**src/rtl/adder_pkg.sv**
```systemverilog
// adder_pkg: FSM state encoding and CONTROL bit positions shared across the adder peripheral
package adder_pkg;

    typedef enum logic [1:0] {
        ST_IDLE = 2'd0,
        ST_CALC = 2'd1,
        ST_DONE = 2'd2
    } state_t;

    localparam int CTRL_START  = 0;
    localparam int CTRL_SIGNED = 1;
    localparam int CTRL_SUB    = 2;

endpackage

```
**src/rtl/adder_seq_ctrl_if.sv**
```systemverilog
// adder_seq_ctrl_if: register-side bundle between the ICB slave and the adder sequencer
interface adder_seq_ctrl_if #(parameter int DATA_W = 32);

    logic [DATA_W-1:0] augend;
    logic [DATA_W-1:0] addend;
    logic [31:0]       control;
    logic [DATA_W-1:0] sum;
    logic              overflow;
    logic              busy;
    logic              done;

    modport master (output augend, addend, control, input sum, overflow, busy, done);
    modport slave  (input augend, addend, control, output sum, overflow, busy, done);

endinterface

```
**src/rtl/adder_chunk.sv**
```systemverilog
// adder_chunk: combinational W-bit adder slice with carry in and carry out
module adder_chunk #(parameter int W = 8) (
    input  logic [W-1:0] a_i,
    input  logic [W-1:0] b_i,
    input  logic         c_i,
    output logic [W-1:0] s_o,
    output logic         c_o
);

    assign {c_o, s_o} = {1'b0, a_i} + {1'b0, b_i} + {{W{1'b0}}, c_i};

endmodule

```
**src/rtl/adder_seq_ctrl.sv**
```systemverilog
// adder_seq_ctrl: multi-cycle chunked add/subtract sequencer with sticky completion status
module adder_seq_ctrl
    import adder_pkg::*;
#(
    parameter int DATA_W  = 32,
    parameter int CHUNK_W = 8
) (
    input logic             clk,
    input logic             rst_n,
    adder_seq_ctrl_if.slave bus
);

    localparam int N     = DATA_W / CHUNK_W;
    localparam int CNT_W = N > 1 ? $clog2(N) : 1;
    localparam int MSB   = DATA_W - 1;

    state_t             state_q, state_d;
    logic [DATA_W-1:0]  a_q, a_d, b_q, b_d, r_q, r_d, sum_q, sum_d;
    logic [CNT_W-1:0]   cnt_q, cnt_d;
    logic               carry_q, carry_d, sgn_q, sgn_d, sub_q, sub_d;
    logic               ovf_q, ovf_d, busy_q, busy_d, done_q, done_d;
    logic               start_q;
    logic               rise;
    logic [CHUNK_W-1:0] chunk_s;
    logic               chunk_c;
    logic               unused_ctrl;

    assign unused_ctrl = ^bus.control[31:3];
    assign rise        = bus.control[CTRL_START] & ~start_q;

    adder_chunk #(.W(CHUNK_W)) u_chunk (
        .a_i(a_q[cnt_q*CHUNK_W +: CHUNK_W]),
        .b_i(b_q[cnt_q*CHUNK_W +: CHUNK_W]),
        .c_i(carry_q),
        .s_o(chunk_s),
        .c_o(chunk_c)
    );

    // Next-state: capture operands on an accepted rise, ripple one chunk per CALC cycle, publish in DONE
    always_comb begin
        state_d = state_q;
        a_d     = a_q;
        b_d     = b_q;
        r_d     = r_q;
        sum_d   = sum_q;
        cnt_d   = cnt_q;
        carry_d = carry_q;
        sgn_d   = sgn_q;
        sub_d   = sub_q;
        ovf_d   = ovf_q;
        busy_d  = busy_q;
        done_d  = done_q;
        case (state_q)
            ST_IDLE: if (rise) begin
                a_d     = bus.augend;
                b_d     = bus.control[CTRL_SUB] ? ~bus.addend : bus.addend;
                carry_d = bus.control[CTRL_SUB];
                sgn_d   = bus.control[CTRL_SIGNED];
                sub_d   = bus.control[CTRL_SUB];
                cnt_d   = '0;
                busy_d  = 1'b1;
                done_d  = 1'b0;
                state_d = ST_CALC;
            end
            ST_CALC: begin
                r_d[cnt_q*CHUNK_W +: CHUNK_W] = chunk_s;
                carry_d = chunk_c;
                cnt_d   = cnt_q == CNT_W'(N - 1) ? '0 : cnt_q + CNT_W'(1);
                state_d = cnt_q == CNT_W'(N - 1) ? ST_DONE : ST_CALC;
            end
            ST_DONE: begin
                sum_d   = r_q;
                ovf_d   = sgn_q ? (a_q[MSB] == b_q[MSB]) & (r_q[MSB] != a_q[MSB]) : carry_q ^ sub_q;
                busy_d  = 1'b0;
                done_d  = 1'b1;
                state_d = ST_IDLE;
            end
            default: state_d = ST_IDLE;
        endcase
    end

    // State register; reset aborts any operation in flight and clears all results
    always_ff @(posedge clk) begin
        if (!rst_n) begin
            state_q <= ST_IDLE;
            a_q     <= '0;
            b_q     <= '0;
            r_q     <= '0;
            sum_q   <= '0;
            cnt_q   <= '0;
            carry_q <= 1'b0;
            sgn_q   <= 1'b0;
            sub_q   <= 1'b0;
            ovf_q   <= 1'b0;
            busy_q  <= 1'b0;
            done_q  <= 1'b0;
            start_q <= 1'b0;
        end else begin
            state_q <= state_d;
            a_q     <= a_d;
            b_q     <= b_d;
            r_q     <= r_d;
            sum_q   <= sum_d;
            cnt_q   <= cnt_d;
            carry_q <= carry_d;
            sgn_q   <= sgn_d;
            sub_q   <= sub_d;
            ovf_q   <= ovf_d;
            busy_q  <= busy_d;
            done_q  <= done_d;
            start_q <= bus.control[CTRL_START];
        end
    end

    assign bus.sum      = sum_q;
    assign bus.overflow = ovf_q;
    assign bus.busy     = busy_q;
    assign bus.done     = done_q;

endmodule
```
**src/flat_wrapper.sv**
```systemverilog
// flat-port wrapper written by rule: the top's interface ports become plain ports
module adder_seq_ctrl_flat import adder_pkg::*;
#(
    parameter int DATA_W  = 32,
    parameter int CHUNK_W = 8
)
  (clk, rst_n, bus_augend, bus_addend, bus_control, bus_sum, bus_overflow, bus_busy, bus_done);
  adder_seq_ctrl_if #(.DATA_W(DATA_W)) bus_i ();
  input logic clk;
  input logic rst_n;
  input wire logic [$bits(bus_i.augend)-1:0] bus_augend;
  input wire logic [$bits(bus_i.addend)-1:0] bus_addend;
  input wire logic [$bits(bus_i.control)-1:0] bus_control;
  output wire logic [$bits(bus_i.sum)-1:0] bus_sum;
  output wire logic [$bits(bus_i.overflow)-1:0] bus_overflow;
  output wire logic [$bits(bus_i.busy)-1:0] bus_busy;
  output wire logic [$bits(bus_i.done)-1:0] bus_done;
  assign bus_i.augend = bus_augend;
  assign bus_i.addend = bus_addend;
  assign bus_i.control = bus_control;
  assign bus_sum = bus_i.sum;
  assign bus_overflow = bus_i.overflow;
  assign bus_busy = bus_i.busy;
  assign bus_done = bus_i.done;
  adder_seq_ctrl #(.DATA_W(DATA_W), .CHUNK_W(CHUNK_W)) u_core (.clk(clk), .rst_n(rst_n), .bus(bus_i));
endmodule
```
**config.mk**
```make
export PLATFORM = sky130hd
export DESIGN_NAME = adder_seq_ctrl_flat
export DESIGN_NICKNAME = d
export VERILOG_FILES = /design/src/rtl/adder_pkg.sv /design/src/rtl/adder_seq_ctrl_if.sv /design/src/rtl/adder_chunk.sv /design/src/rtl/adder_seq_ctrl.sv /design/src/flat_wrapper.sv
export SDC_FILE = /design/constraint.sdc
export NUM_CORES = 1
export LEC_CHECK = 0
export CAP_MARGIN = 25
export CORE_ASPECT_RATIO = 0.9
export CORE_MARGIN = 1
export CORE_UTILIZATION = 35
export CTS_CLUSTER_DIAMETER = 120
export DETAILED_ROUTE_END_ITERATION = 7
export DONT_BUFFER_PORTS = 1
export GPL_TIMING_DRIVEN = 0
export PLACE_DENSITY = 0.58
export SETUP_SLACK_MARGIN = 0.02
export SLEW_MARGIN = 0
export SYNTH_ARGS = -nofsm -noshare
export SYNTH_HDL_FRONTEND = slang
export SYNTH_SLANG_ARGS = --single-unit
```
**constraint.sdc**
```tcl
create_clock -name clk -period 3.85 [get_ports clk]
set_input_delay 0.77 -clock clk [delete_from_list [all_inputs] [get_ports clk]]
set_output_delay 0.77 -clock clk [all_outputs]
set_load 0.01 [all_outputs]
```
==> out/qor.log <==
qor: critical_path.r2r_cells 9
qor: synth.yosysTopAreaCell sky130_fd_sc_hd__dfxtp_1
qor: critical_path.critical_path_required 4.14 ns
qor: global_route.grt_overflow 0
qor: floorplanning.floorplan.core_area 0.0164 mm²
qor: clocking.clock_latency 0.43 ns
qor: floorplanning.dieArea 0.0175 mm²
qor: power.power_density_of_the_placed_cells 506 mW/mm²
qor: timing.min_period_over_period 92.2%
qor: floorplanning.io_pins 133
qor: timing.rsz0062_at_grt false
qor: timing.minimum_setup_slack_in_the_final_design 0.300 ns
qor: critical_path.crit_path_start_kind flip-flop
qor: drt.postRouteAntennaNets 0
qor: global_route.grt_start_max_net_pins 17
qor: synth.synth_warnings 0
qor: timing.clock.fmax 0.282 GHz
qor: synth.postSynthNetCount 774
qor: power.p_clk_share 43.1%
qor: drt.avgViaCountPerCell 5.33
qor: timing.timing.final.setup_violations 0
qor: drt.vias 4793
qor: synth.asyncSetResetFlopFracSynth 0%
qor: clocking.cts_inserted_buffers 17
qor: placed_design.pre_cts_slack -0.168 ns
qor: min_path.whs_endpoint u_core.a_q[24]
qor: power.totalPowerFinal 0.00342 W
qor: placed_design.dpl.hpwl 11.6 mm
qor: floorplanning.fp.dieW 139 µm
qor: drt.drt_iter0_drc 283
qor: critical_path.critPathCaptureType flip-flop
qor: synth.seq_area_frac_synth 46.8%
qor: layout.final.fill_count 1602
qor: drt.drc_violation_count_after_routing 0
qor: power.power.share.combinational 11.9%
qor: timing.slew_headroom 52.0%
qor: power.power.share.switching 26.8%
qor: layout.area_delta_synth_final 13.6%
qor: clocking.htree_levels 4
qor: global_route.via_count_of_the_first_global_routing_pass 4687
qor: timing.tns 0 ns
qor: power.internal_power 0.00250 W
qor: placed_design.gp_routability_congestion 0.826
qor: global_route.grt_pass1_wl 24.4 mm
qor: clocking.postCtsSetupRepairBufs 0
qor: drt.firstDrtPassIters 5
qor: clocking.clock_tree_from_tritoncts built
qor: power.power.sequential.fraction 45.0%
qor: global_route.grt.total_usage 18.4%
qor: synth.synth-main-ff-cell sky130_fd_sc_hd__dfxtp_1
qor: synth.yosysMostFrequentCell sky130_fd_sc_hd__nand2_1
qor: outcome.outcome finished clean
qor: synth.synth-edff-count 0
qor: placed_design.cell_total_after_placement 868
qor: clocking.post_cts_resize_count 3
qor: critical_path.critical_path.reg2reg.startpoint u_core.cnt_q[0]
qor: critical_path.worst_case_register_to_register_setup_slack 0.30 ns
qor: placed_design.portBuffers 0
qor: synth.post_synth_inst_count 661
qor: synth.synth.distinct_cells 48
qor: synth.synth_top_area_share 46.8%
qor: power.total_leakage_power 2.33 nW
qor: clocking.cts_hold_repair.buffers 0
qor: min_path.worst_hold_startpoint u_core.a_q[24]
qor: power.max_vdd_drop 0.357 mV
qor: critical_path.critical_path.reg2reg.endpoint u_core.r_q[14]
qor: layout.diodes 0
qor: synth.yosys-top-cells-area sky130_fd_sc_hd__dfxtp_1, sky130_fd_sc_hd__nand2_1, sky130_fd_sc_hd__a21oi_1
qor: clocking.clockRootBuffer sky130_fd_sc_hd__clkbuf_16
qor: power.p_switching 0.000914 W
qor: timing.worstMarginPinSlew 0.719 ns
qor: drt.routedWlPerCell 17.5 µm
qor: critical_path.timing.critical_path.fanout_max 10
qor: layout.post_layout_nonfiller_instances 900
qor: timing.period_needed 3.55 ns
qor: layout.num-nets-final 793
qor: timing.finalHoldViolations 0
qor: clocking.clk_pin_slew 0.06 ns
qor: clocking.cts_sinks 139
qor: layout.finish.utilization 41.3%
qor: layout.post_route_cells_drive_above_1_share 10.2%
qor: floorplanning.initial_cell_density_of_the_core 36.3%
qor: critical_path.worst-setup-path-type reg -> reg
qor: floorplanning.die_height 126 µm
qor: synth.synth.ff_latch_count 139
qor: drt.total_length_of_routed_wires 15.7 mm
qor: synth.synth_top_cells_by_count sky130_fd_sc_hd__nand2_1, sky130_fd_sc_hd__dfxtp_1, sky130_fd_sc_hd__a21oi_1, sky130_fd_sc_hd__nor2_1, sky130_fd_sc_hd__a211oi_1
qor: floorplanning.core.rowCount 44
qor: critical_path.critPathArrivalTime 3.84 ns
qor: global_route.initial_antenna_violation_count 0
qor: min_path.timing.hold.worst_path_depth 2
qor: timing.finalClockSkew 0.00617 ns
qor: timing.slew_violations 0
qor: min_path.holdCritPathClass reg -> reg
qor: clocking.clock_path_buffers 2
qor: synth.mappedNetlistArea 0.00594 mm²
qor: synth.syn_avg_cell_area 8.99 µm²
qor: job.drv.max_cap_violation_count 0
## flip-flops by register name, summed over array words and instances (netlist names)
name,cells
u_core.sgn_q,1
u_core.carry_q,1
u_core.b_q,32
u_core.cnt_q,2
u_core.state_q,2
u_core.bus.overflow,1
u_core.start_q,1
u_core.bus.sum,32
u_core.bus.done,1
u_core.a_q,32
u_core.sub_q,1
u_core.bus.busy,1
u_core.r_q,32
## final cells by class
class / instances / area [µm²] / share of cell area [%]
Buffer: 48 / 211 / 3.13
Inverter: 3 / 11.3 / 0.167
Clock inverter: 11 / 72.6 / 1.07
Clock buffer: 21 / 460 / 6.82
Tap cell: 207 / 259 / 3.84
Sequential cell: 139 / 2780 / 41.2
Multi-Input combinational cell: 471 / 2950 / 43.8
## power groups by stage
stage          combinational, W  clock [W]  sequential (W)
3_3_place_gp           0.000392          0         0.00156
3_5_place_dp           0.000401          0         0.00157
6_report               0.000407    0.00147         0.00154
2_1_floorplan          0.000293          0         0.00155
5_1_grt                0.000441    0.00155         0.00154
4_1_cts                0.000404    0.00149         0.00154
## cell usage in the layout (no fill, tap or decap), drive strengths merged, types with 13 or more instances in the layout
cell and count:
dfxtp 139, mux4 16, nand3 17, nand2 144, nor2 56, a211oi 35, a21oi 77, buf 17
clkbuf 52, ha 13, xnor2 33, o21ai 17
## how the worst max path moves through the flow
stage                          from        endpoint
floorplan           u_core.cnt_q[0]  u_core.r_q[12]
global placement    u_core.cnt_q[1]  u_core.r_q[14]
detailed placement  u_core.cnt_q[1]  u_core.r_q[14]
CTS                 u_core.cnt_q[1]  u_core.r_q[22]
global route        u_core.cnt_q[0]   u_core.r_q[6]
finish              u_core.cnt_q[0]  u_core.r_q[14]
## cells by family after synthesis
kind of cell | synth area share [%]
DFF | 46.8
buffers and inverters | 3.56
and+or+nand+nor | 18.3
AOI/OAI and AO/OA | 16.7
adders and majority gates | 3.41
muxes | 6.06
xor gates and xnor gates | 5.16
## metrics by stage
step | hold WS [ns] | cell area, µm²
2_1_floorplan | 0.431 | 5940
3_3_place_gp | 0.444 | 6200
3_5_place_dp | 0.447 | 6200
4_1_cts | 0.454 | 6740
5_1_grt | 0.468 | 6750
6_report | 0.454 | 6750
## worst max-delay path: stages, from the launching register on
cell and delay, ns:
sky130_fd_sc_hd__dfxtp_1 0.41, sky130_fd_sc_hd__buf_4 0.30, sky130_fd_sc_hd__buf_6 0.23, sky130_fd_sc_hd__mux4_2 0.56, sky130_fd_sc_hd__fa_1 0.51, sky130_fd_sc_hd__fa_1 0.51, sky130_fd_sc_hd__a211oi_2 0.29, sky130_fd_sc_hd__o21ai_0 0.16
sky130_fd_sc_hd__o211ai_1 0.27, sky130_fd_sc_hd__o21ai_0 0.17
## metal layers
layer / track usage, % / wire [µm] / part of all wire, % / vias up
met3: 5.21 / 917 / 5.8 / 23
met5: 0 / 0 / 0 / -
met1: 23.4 / 7310 / 47 / 2276
met2: 29.4 / 7190 / 46 / 150
met4: 7.52 / 301 / 1.9 / 0
li1: - / - / - / 2344
Power figures use the tool's default switching activity.
